### config.mk
export PLATFORM = sky130hd
export DESIGN_NAME = shift_add_mult_32
export DESIGN_NICKNAME = d
export VERILOG_FILES = /design/src/rtl/mult_pkg.sv /design/src/rtl/fh_without_carry_adder_32_bits.sv /design/src/rtl/shift_add_mult_32.sv
export SDC_FILE = /design/constraint.sdc
export NUM_CORES = 1
export LEC_CHECK = 0
export ABC_AREA = 1
export BUFFER_PORTS_ARGS = -buffer_cell sky130_fd_sc_hd__buf_4
export CAP_MARGIN = 20
export CORE_MARGIN = 2
export CORE_UTILIZATION = 25
export CTS_BUF_LIST = sky130_fd_sc_hd__clkbuf_16
export DETAILED_ROUTE_END_ITERATION = 16
export SLEW_MARGIN = 10
export SYNTH_ARGS = -nofsm -noshare
export SYNTH_HDL_FRONTEND = slang
export SYNTH_SLANG_ARGS = --single-unit
### constraint.sdc
create_clock -name clk -period 14.08 [get_ports clk]
set_input_delay 0.704 -clock clk [delete_from_list [all_inputs] [get_ports clk]]
set_output_delay 0.704 -clock clk [all_outputs]
set_load 0.05 [all_outputs]
### src/rtl/mult_pkg.sv
// Shared types and constants for the shift-and-add multiplier.
package mult_pkg;
  localparam int MULT_W = 32;
  localparam int CNT_W  = 5;

  typedef enum logic [1:0] {
    IDLE = 2'd0,
    BUSY = 2'd1,
    DONE = 2'd2
  } mult_state_e;
endpackage

### src/rtl/fh_without_carry_adder_32_bits.sv
// Combinational 32-bit ripple-carry adder; the carry out of bit 31 is dropped.
module fh_without_carry_adder_32_bits (
  input  logic [31:0] a,
  input  logic [31:0] b,
  output logic [31:0] sum
);
  always_comb begin
    logic v_c;
    v_c = 1'b0;
    sum = '0;
    for (int i = 0; i < 32; i++) begin
      sum[i] = a[i] ^ b[i] ^ v_c;
      v_c    = (a[i] & b[i]) | (v_c & (a[i] ^ b[i]));
    end
  end
endmodule

### src/rtl/shift_add_mult_32.sv
// Sequential 32x32 shift-and-add multiplier, low 32 product bits, valid/ready.
// Optional MULT_EARLY_TERM_EN: finish as soon as the remaining multiplier bits are zero.
module shift_add_mult_32
  import mult_pkg::*;
#(
  parameter int WIDTH = MULT_W
) (
  input  logic             clk,
  input  logic             rst,
  input  logic             in_valid,
  output logic             in_ready,
  input  logic [WIDTH-1:0] in_a,
  input  logic [WIDTH-1:0] in_b,
  output logic             out_valid,
  input  logic             out_ready,
  output logic [WIDTH-1:0] out_prod,
  output logic             busy
);
  // Handshake: a beat moves on a rising edge where valid and ready are both high;
  // the producer holds data stable while valid is high and ready is low.

  mult_state_e      r_state;
  logic [WIDTH-1:0] r_acc;
  logic [WIDTH-1:0] r_mcand;
  logic [WIDTH-1:0] r_mplier;
  logic [CNT_W-1:0] r_cnt;
  logic [WIDTH-1:0] w_sum;
  logic             w_finish;

  fh_without_carry_adder_32_bits u_adder (
    .a   (r_acc),
    .b   (r_mcand),
    .sum (w_sum)
  );

`ifdef MULT_EARLY_TERM_EN
  // Post-shift multiplier is zero: no further partial products can contribute.
  assign w_finish = (r_cnt == CNT_W'(MULT_W - 1)) || (r_mplier[WIDTH-1:1] == '0);
`else
  assign w_finish = (r_cnt == CNT_W'(MULT_W - 1));
`endif

  always_ff @(posedge clk or posedge rst) begin
    if (rst) begin
      r_state  <= IDLE;
      r_acc    <= '0;
      r_mcand  <= '0;
      r_mplier <= '0;
      r_cnt    <= '0;
    end else begin
      case (r_state)
        IDLE: begin
          if (in_valid) begin
            r_mcand  <= in_a;
            r_mplier <= in_b;
            r_acc    <= '0;
            r_cnt    <= '0;
`ifdef MULT_EARLY_TERM_EN
            r_state  <= (in_b == '0) ? DONE : BUSY;
`else
            r_state  <= BUSY;
`endif
          end
        end
        BUSY: begin
          if (r_mplier[0]) r_acc <= w_sum;
          r_mcand  <= r_mcand << 1;
          r_mplier <= r_mplier >> 1;
          r_cnt    <= r_cnt + CNT_W'(1);
          if (w_finish) r_state <= DONE;
        end
        DONE: begin
          if (out_ready) r_state <= IDLE;
        end
        default: r_state <= IDLE;
      endcase
    end
  end

  assign in_ready  = (r_state == IDLE);
  assign out_valid = (r_state == DONE);
  assign busy      = (r_state == BUSY);
  assign out_prod  = r_acc;
endmodule

# Word-level counts from Yosys, hierarchy flattened
# Cells that the tools add are included.
word_totals:
  ff_bits: 103
  elab_cells: 185
op_classes:
  add_sub_neg: 1
  n_eq_ne: 7
  mux: 13
  bitwise: 154
  n_reduce_logical: 5
ops:
  columns: ["op", "count"]
  rows:
  - ["32-bit case mux with 2 select lines", 3]
  - ["32-bit two-way mux", 4]
  - ["1-bit XOR", 63]
  - ["1-bit bitwise AND", 61]
  - ["1-bit OR", 30]
  - ["5-bit case mux with 2 select lines", 1]
  - ["2-bit two-way mux", 3]
  - ["2-bit by 1-bit != test with 1-bit output (second input constant)", 3]
  - ["2-bit case mux with 3 select lines", 1]
  - ["3-bit AND reduction", 2]
  - ["5-bit by 1-bit adder with 5-bit output (second input constant)", 1]
  - ["5-bit equality test (second input constant)", 1]
  - ["5-bit two-way mux", 1]
  - ["2-bit by 1-bit equality test with 1-bit output (second input constant)", 1]
  - ["2-bit equality test (second input constant)", 1]
  - ["2-bit zero test", 1]
  - ["2-bit != test (second input constant)", 1]
  - ["2-bit AND reduction", 1]
  - ["2-bit nonzero test", 1]

# Depth between registers and ports, before layout
depth:
  depth_word: 64
  mapped_depth: 39
  mapped_depth_nobuf: 39

# By module
# Synthesis repeated with hierarchy kept, for this count alone.
unflattened:
  cells_unflattened: 583
  area_unflattened_um2: 5328.9
by_module_without_submodules:
  columns: ["module", "instances", "cells_each", "area_per_inst_um2", "seq_area_each_um2"]
  rows:
  - ["shift_add_mult_32", 1, 538, 4659.5, 2577.5]
  - ["fh_without_carry_adder_32_bits", 1, 45, 669.4, 0.0]

# Least setup slack after synthesis
# No wires, ideal clock.
synth_path:
  path_type: "flip-flop to flip-flop"
  from: "register r_acc[0], in the netlist out_prod[0]"
  to: "register r_acc[31], in the netlist out_prod[31]"
  setup_ps: 67
  t_arrival_ps: 12442
  path_slack_ps: 1571
  stages_incl_launch_ff: 40
  path_cell_list: "dfrtp_1 -> ha_1 -> inv_1 -> fa_1 -> fa_1 -> fa_1 -> fa_1 -> fa_1 -> fa_1 -> fa_1 -> fa_1 -> fa_1 -> fa_1 -> fa_1 -> fa_1 -> fa_1 -> fa_1 -> fa_1 -> [... 4 more ...] -> fa_1 -> fa_1 -> fa_1 -> fa_1 -> fa_1 -> fa_1 -> fa_1 -> fa_1 -> fa_1 -> inv_1 -> fa_1 -> inv_1 -> fa_1 -> inv_1 -> nand2_1 -> nand3_1 -> nand3_1 -> nand2_1"
synth_between:
  elab_chain_len: 64
synth_lines:
  columns: ["element", "line", "rtl"]
  rows:
  - ["start, declared", "shift_add_mult_32.sv:23", "logic [WIDTH-1:0] r_acc;"]
  - ["start signal, assigned", "shift_add_mult_32.sv:66", "if (r_mplier[0]) r_acc <= w_sum;"]
  - ["1-bit bitwise AND (2 in series)", "fh_without_carry_adder_32_bits.sv:13", "v_c = (a[i] & b[i]) | (v_c & (a[i] ^ b[i]));"]
  - ["1-bit OR", "fh_without_carry_adder_32_bits.sv:13", null]
  - ["1-bit bitwise AND", "fh_without_carry_adder_32_bits.sv:13", null]
  - ["1-bit OR", "fh_without_carry_adder_32_bits.sv:13", null]
  - ["1-bit bitwise AND", "fh_without_carry_adder_32_bits.sv:13", null]
  - ["1-bit OR", "fh_without_carry_adder_32_bits.sv:13", null]
  - ["1-bit bitwise AND", "fh_without_carry_adder_32_bits.sv:13", null]
  - ["1-bit OR", "fh_without_carry_adder_32_bits.sv:13", null]
  - ["[... 47 more ...]", null, null]
  - ["1-bit OR", "fh_without_carry_adder_32_bits.sv:13", null]
  - ["1-bit bitwise AND", "fh_without_carry_adder_32_bits.sv:13", null]
  - ["1-bit OR", "fh_without_carry_adder_32_bits.sv:13", null]
  - ["1-bit bitwise AND", "fh_without_carry_adder_32_bits.sv:13", null]
  - ["1-bit OR", "fh_without_carry_adder_32_bits.sv:13", null]
  - ["1-bit XOR", "fh_without_carry_adder_32_bits.sv:12", "sum[i] = a[i] ^ b[i] ^ v_c;"]
  - ["32-bit two-way mux", "shift_add_mult_32.sv:66", null]
  - ["32-bit case mux with 2 select lines", "shift_add_mult_32.sv:51", "case (r_state)"]
# Every way passes these cells. The select of a mux whose other input is x is not followed.
# A chain may end at the register's enable or synchronous reset.

# Worst setup path after layout
layout_path:
  from: "register r_mcand[0]"
  to: "register r_acc[31], in the netlist out_prod[31]"
layout_between:
  elab_chain_len: 64
layout_lines:
  columns: ["element", "line", "rtl"]
  rows:
  - ["start, declared", "shift_add_mult_32.sv:24", "logic [WIDTH-1:0] r_mcand;"]
  - ["start signal, assigned", "shift_add_mult_32.sv:54", "r_mcand <= in_a;"]
  - ["start signal, assigned", "shift_add_mult_32.sv:67", "r_mcand <= r_mcand << 1;"]
  - ["1-bit bitwise AND (2 in series)", "fh_without_carry_adder_32_bits.sv:13", null]
  - ["1-bit OR", "fh_without_carry_adder_32_bits.sv:13", null]
  - ["1-bit bitwise AND", "fh_without_carry_adder_32_bits.sv:13", null]
  - ["1-bit OR", "fh_without_carry_adder_32_bits.sv:13", null]
  - ["1-bit bitwise AND", "fh_without_carry_adder_32_bits.sv:13", null]
  - ["1-bit OR", "fh_without_carry_adder_32_bits.sv:13", null]
  - ["1-bit bitwise AND", "fh_without_carry_adder_32_bits.sv:13", null]
  - ["1-bit OR", "fh_without_carry_adder_32_bits.sv:13", null]
  - ["[... 47 more ...]", null, null]
  - ["1-bit OR", "fh_without_carry_adder_32_bits.sv:13", null]
  - ["1-bit bitwise AND", "fh_without_carry_adder_32_bits.sv:13", null]
  - ["1-bit OR", "fh_without_carry_adder_32_bits.sv:13", null]
  - ["1-bit bitwise AND", "fh_without_carry_adder_32_bits.sv:13", null]
  - ["1-bit OR", "fh_without_carry_adder_32_bits.sv:13", null]
  - ["1-bit XOR", "fh_without_carry_adder_32_bits.sv:12", null]
  - ["32-bit two-way mux", "shift_add_mult_32.sv:66", null]
  - ["32-bit case mux with 2 select lines", "shift_add_mult_32.sv:51", null]
# Every way passes these cells. The select of a mux whose other input is x is not followed.

==> run_results.csv <==
group,metric,value,unit
run_status,outcome,"finished clean",
sta,worst_slack,1.350,ns
place,gp_congestion,0.7253,
place,dp.cells,945,
global_routing,grt_pass1_wl,21520,um
synthesis,synth_cells,600,
critical_path,critPathBufInv,4,
pwr,peakVddDrop,0.06791,mV
synthesis,synth.distinct_cells,19,
floorplan,rows,53,
sta,worstMarginPinSlew,0.8381,ns
critical_path,criticalPathCategory,"flip-flop to flip-flop",
synthesis,syn_area_per_cell,8.850,um2
sta,period_needed,12.73,ns
synthesis,yosys-top-cells-area,"dfrtp_1, nand3_1, fa_1",
place,portBuffers,102,
min_path,hp-class,"input pin to async pin",
cts,cts_tree,"built",
critical_path,worstPathRequired,14.36,ns
route,totalWireLength,12950,um
sta,fmax,0.07856,GHz
cts,hold_buffers,0,
route,vias,4202,
critical_path,end_kind,"flip-flop",
cts,cts_resized,0,
synthesis,syn_area,0.005310,mm2
sta,setup_viol,0,
cells_and_area,fillers,2264,
floorplan,core,0.02096,mm2
pwr,power_density,213.9,mW/mm2
cells_and_area,drive_gt1_share,18.92,%
synthesis,synthTopCellsByCount,"nand3_1, nand2_1, dfrtp_1, inv_1",
place,pre_cts_ws,1.356,ns
global_routing,antenna_found_initial,0,
route,route.detailed.wl_per_inst,13.46,um
floorplan,dieArea,0.02242,mm2
route,antenna_left,0,
cells_and_area,n_antenna_cell,0,
global_routing,first_global_vias,4193,
floorplan,io_pins,103,
sta,drv_slew,0,
sta,rsz0062_at_grt,"no",
flow_run,cap_violations,0,
cts,clk_pin_slew_worst_paths,0.07,ns
cts,cts_root_buf,"clkbuf_16",
synthesis,ys_ff_latch,103,
critical_path,cpMostUsedCell,"fa_1",
sta,hold_violations,0,
sta,fin_setup_tns,0,ns
sta,finalCritPeriodShare,90.41,%
route,drc,0,
sta,fin_hold_ws,0.3900,ns
route,firstDrtPassIters,4,
cts,clk_path_buf_depth,2,
floorplan,start_util,25.34,%
floorplan,die_height,149.7,um
synthesis,async_flop_share,100.0,%
cells_and_area,syn_to_final_growth,23.59,%
critical_path,slowest_delay,0.42,ns
critical_path,rr_startpoint,"r_mcand[0]$_DFFE_PP0P_",
route,via_per_inst,4.368,
cts,clk_latency,0.35,ns
synthesis,ys_seq_area_share,48.54,%
synthesis,synth_nets,701,
global_routing,grt-ovfl-total,0,
critical_path,reg2reg_slack,1.35,ns
sta,relSlewSlack,44.12,%
floorplan,die_x,149.7,um
global_routing,grt.total_usage,12.20,%
critical_path,crit_family,"adder cells",
critical_path,arrival,13.01,ns
route,drt-initial-drc-count,281,
global_routing,grt_max_degree,70,
cts,cts_made_buffers,9,
pwr,p_leak,3.101,nW
synthesis,synth_warnings,0,
cells_and_area,fin_nets,783,
synthesis,synth_flop_cell,"dfrtp_1",
synthesis,synth_most_common_cell,"nand3_1",
critical_path,crit_path_start_kind,"flip-flop",
sta,skew,0.009727,ns
synthesis,synth-edff-count,0,
critical_path,r2r_cells,39,
critical_path,cp_max_fo,3,
synthesis,yosysTopAreaCell,"dfrtp_1",
cts,clock-sinks,103,
synthesis,netlist.area_leader.share,48.54,%
critical_path,timing.rr.end,"out_prod[31]$_DFFE_PP0P_",
critical_path,cp_slowest_cell,"fa_1",
place,dp_hpwl,8466,um
cts,htreeDepth,3,
cells_and_area,final_cell_count_no_fill,962,
cts,post_cts_buffers,0,
## sequential cells by signal (all words and copies together) (netlist names)
| register | cells |
|---|---|
| out_prod | 32 |
| r_mcand | 32 |
| r_state | 2 |
| r_cnt | 5 |
| r_mplier | 32 |
## worst reg2reg max path, delay by kind of cell, from the launching register on
family        cells  cell delay [ns]
buf+inv           4             0.26
fa+ha+maj        31            11.76
flops             1             0.37
simple gates      4             0.27
## power breakdown
group	internal (mW)	total (mW)	switching (mW)	leakage, nW
Clock	0.137	0.252	0.115	0.146
Combinational	0.225	0.642	0.417	1.63
Sequential	0.419	0.509	0.0907	1.32
Total	0.780	1.40	0.623	3.10
## kinds of logic after synthesis
logic type      count (synthesis)  synth area share, %
buf+inv                       107                9.001
flops                         103                48.54
compound gates                 34                3.252
simple gates                  323                27.19
fa+ha+maj                      33                12.02
## worst max-delay path by stage
stage	start	endpoint	cells after the start
3_3_place_gp	out_prod[0]$_DFFE_PP0P_	out_prod[31]$_DFFE_PP0P_	38
3_5_place_dp	out_prod[0]$_DFFE_PP0P_	out_prod[31]$_DFFE_PP0P_	39
4_1_cts	r_mcand[0]$_DFFE_PP0P_	out_prod[31]$_DFFE_PP0P_	39
5_1_grt	out_prod[0]$_DFFE_PP0P_	out_prod[31]$_DFFE_PP0P_	39
6_report	r_mcand[0]$_DFFE_PP0P_	out_prod[31]$_DFFE_PP0P_	39
2_1_floorplan	out_prod[0]$_DFFE_PP0P_	out_prod[31]$_DFFE_PP0P_	39
## per-stage QoR
step           cell area (um2)  power, mW  utilization, %
5_1_grt                   6563      1.530           31.32
3_3_place_gp              6246      1.142           29.81
3_5_place_dp              6246      1.160           29.81
6_report                  6563      1.403           31.32
4_1_cts                   6535      1.420           31.19
2_1_floorplan             5310     0.9823               -
## layout make-up
class,count,area [um2],area share [%]
multi-input combinational,390,2257,34.39
tap,275,344.1,5.243
inverter,71,271.5,4.137
sequential,103,2577,39.28
clock buffer,9,225.2,3.432
clock inverter,7,63.81,0.9724
timing repair buffer,107,823.3,12.55
## layer usage
metal / up-vias / global-route usage [%] / routed length [um]
li1: 2086 / - / -
met1: 2007 / 15.54 / 5848
met2: 99 / 20.16 / 6073
met3: 10 / 4.055 / 900
met4: 0 / 2.783 / 130
met5: - / 0 / 0
## placed cells by master, fill, tap and decap left out, drive strengths merged
cell type  Yosys  routed
nand3        169     169
o31ai          1       1
nand2        148     148
inv           71      73
buf           36     107
bufinv         0       1
nor2           5       5
nand4          1       1
clkinv         0       4
fa            30      30
dfrtp        103     103
o21ai         33      33
clkbuf         0       9
ha             3       3
Note: power is estimated with default switching activity, not from simulation.
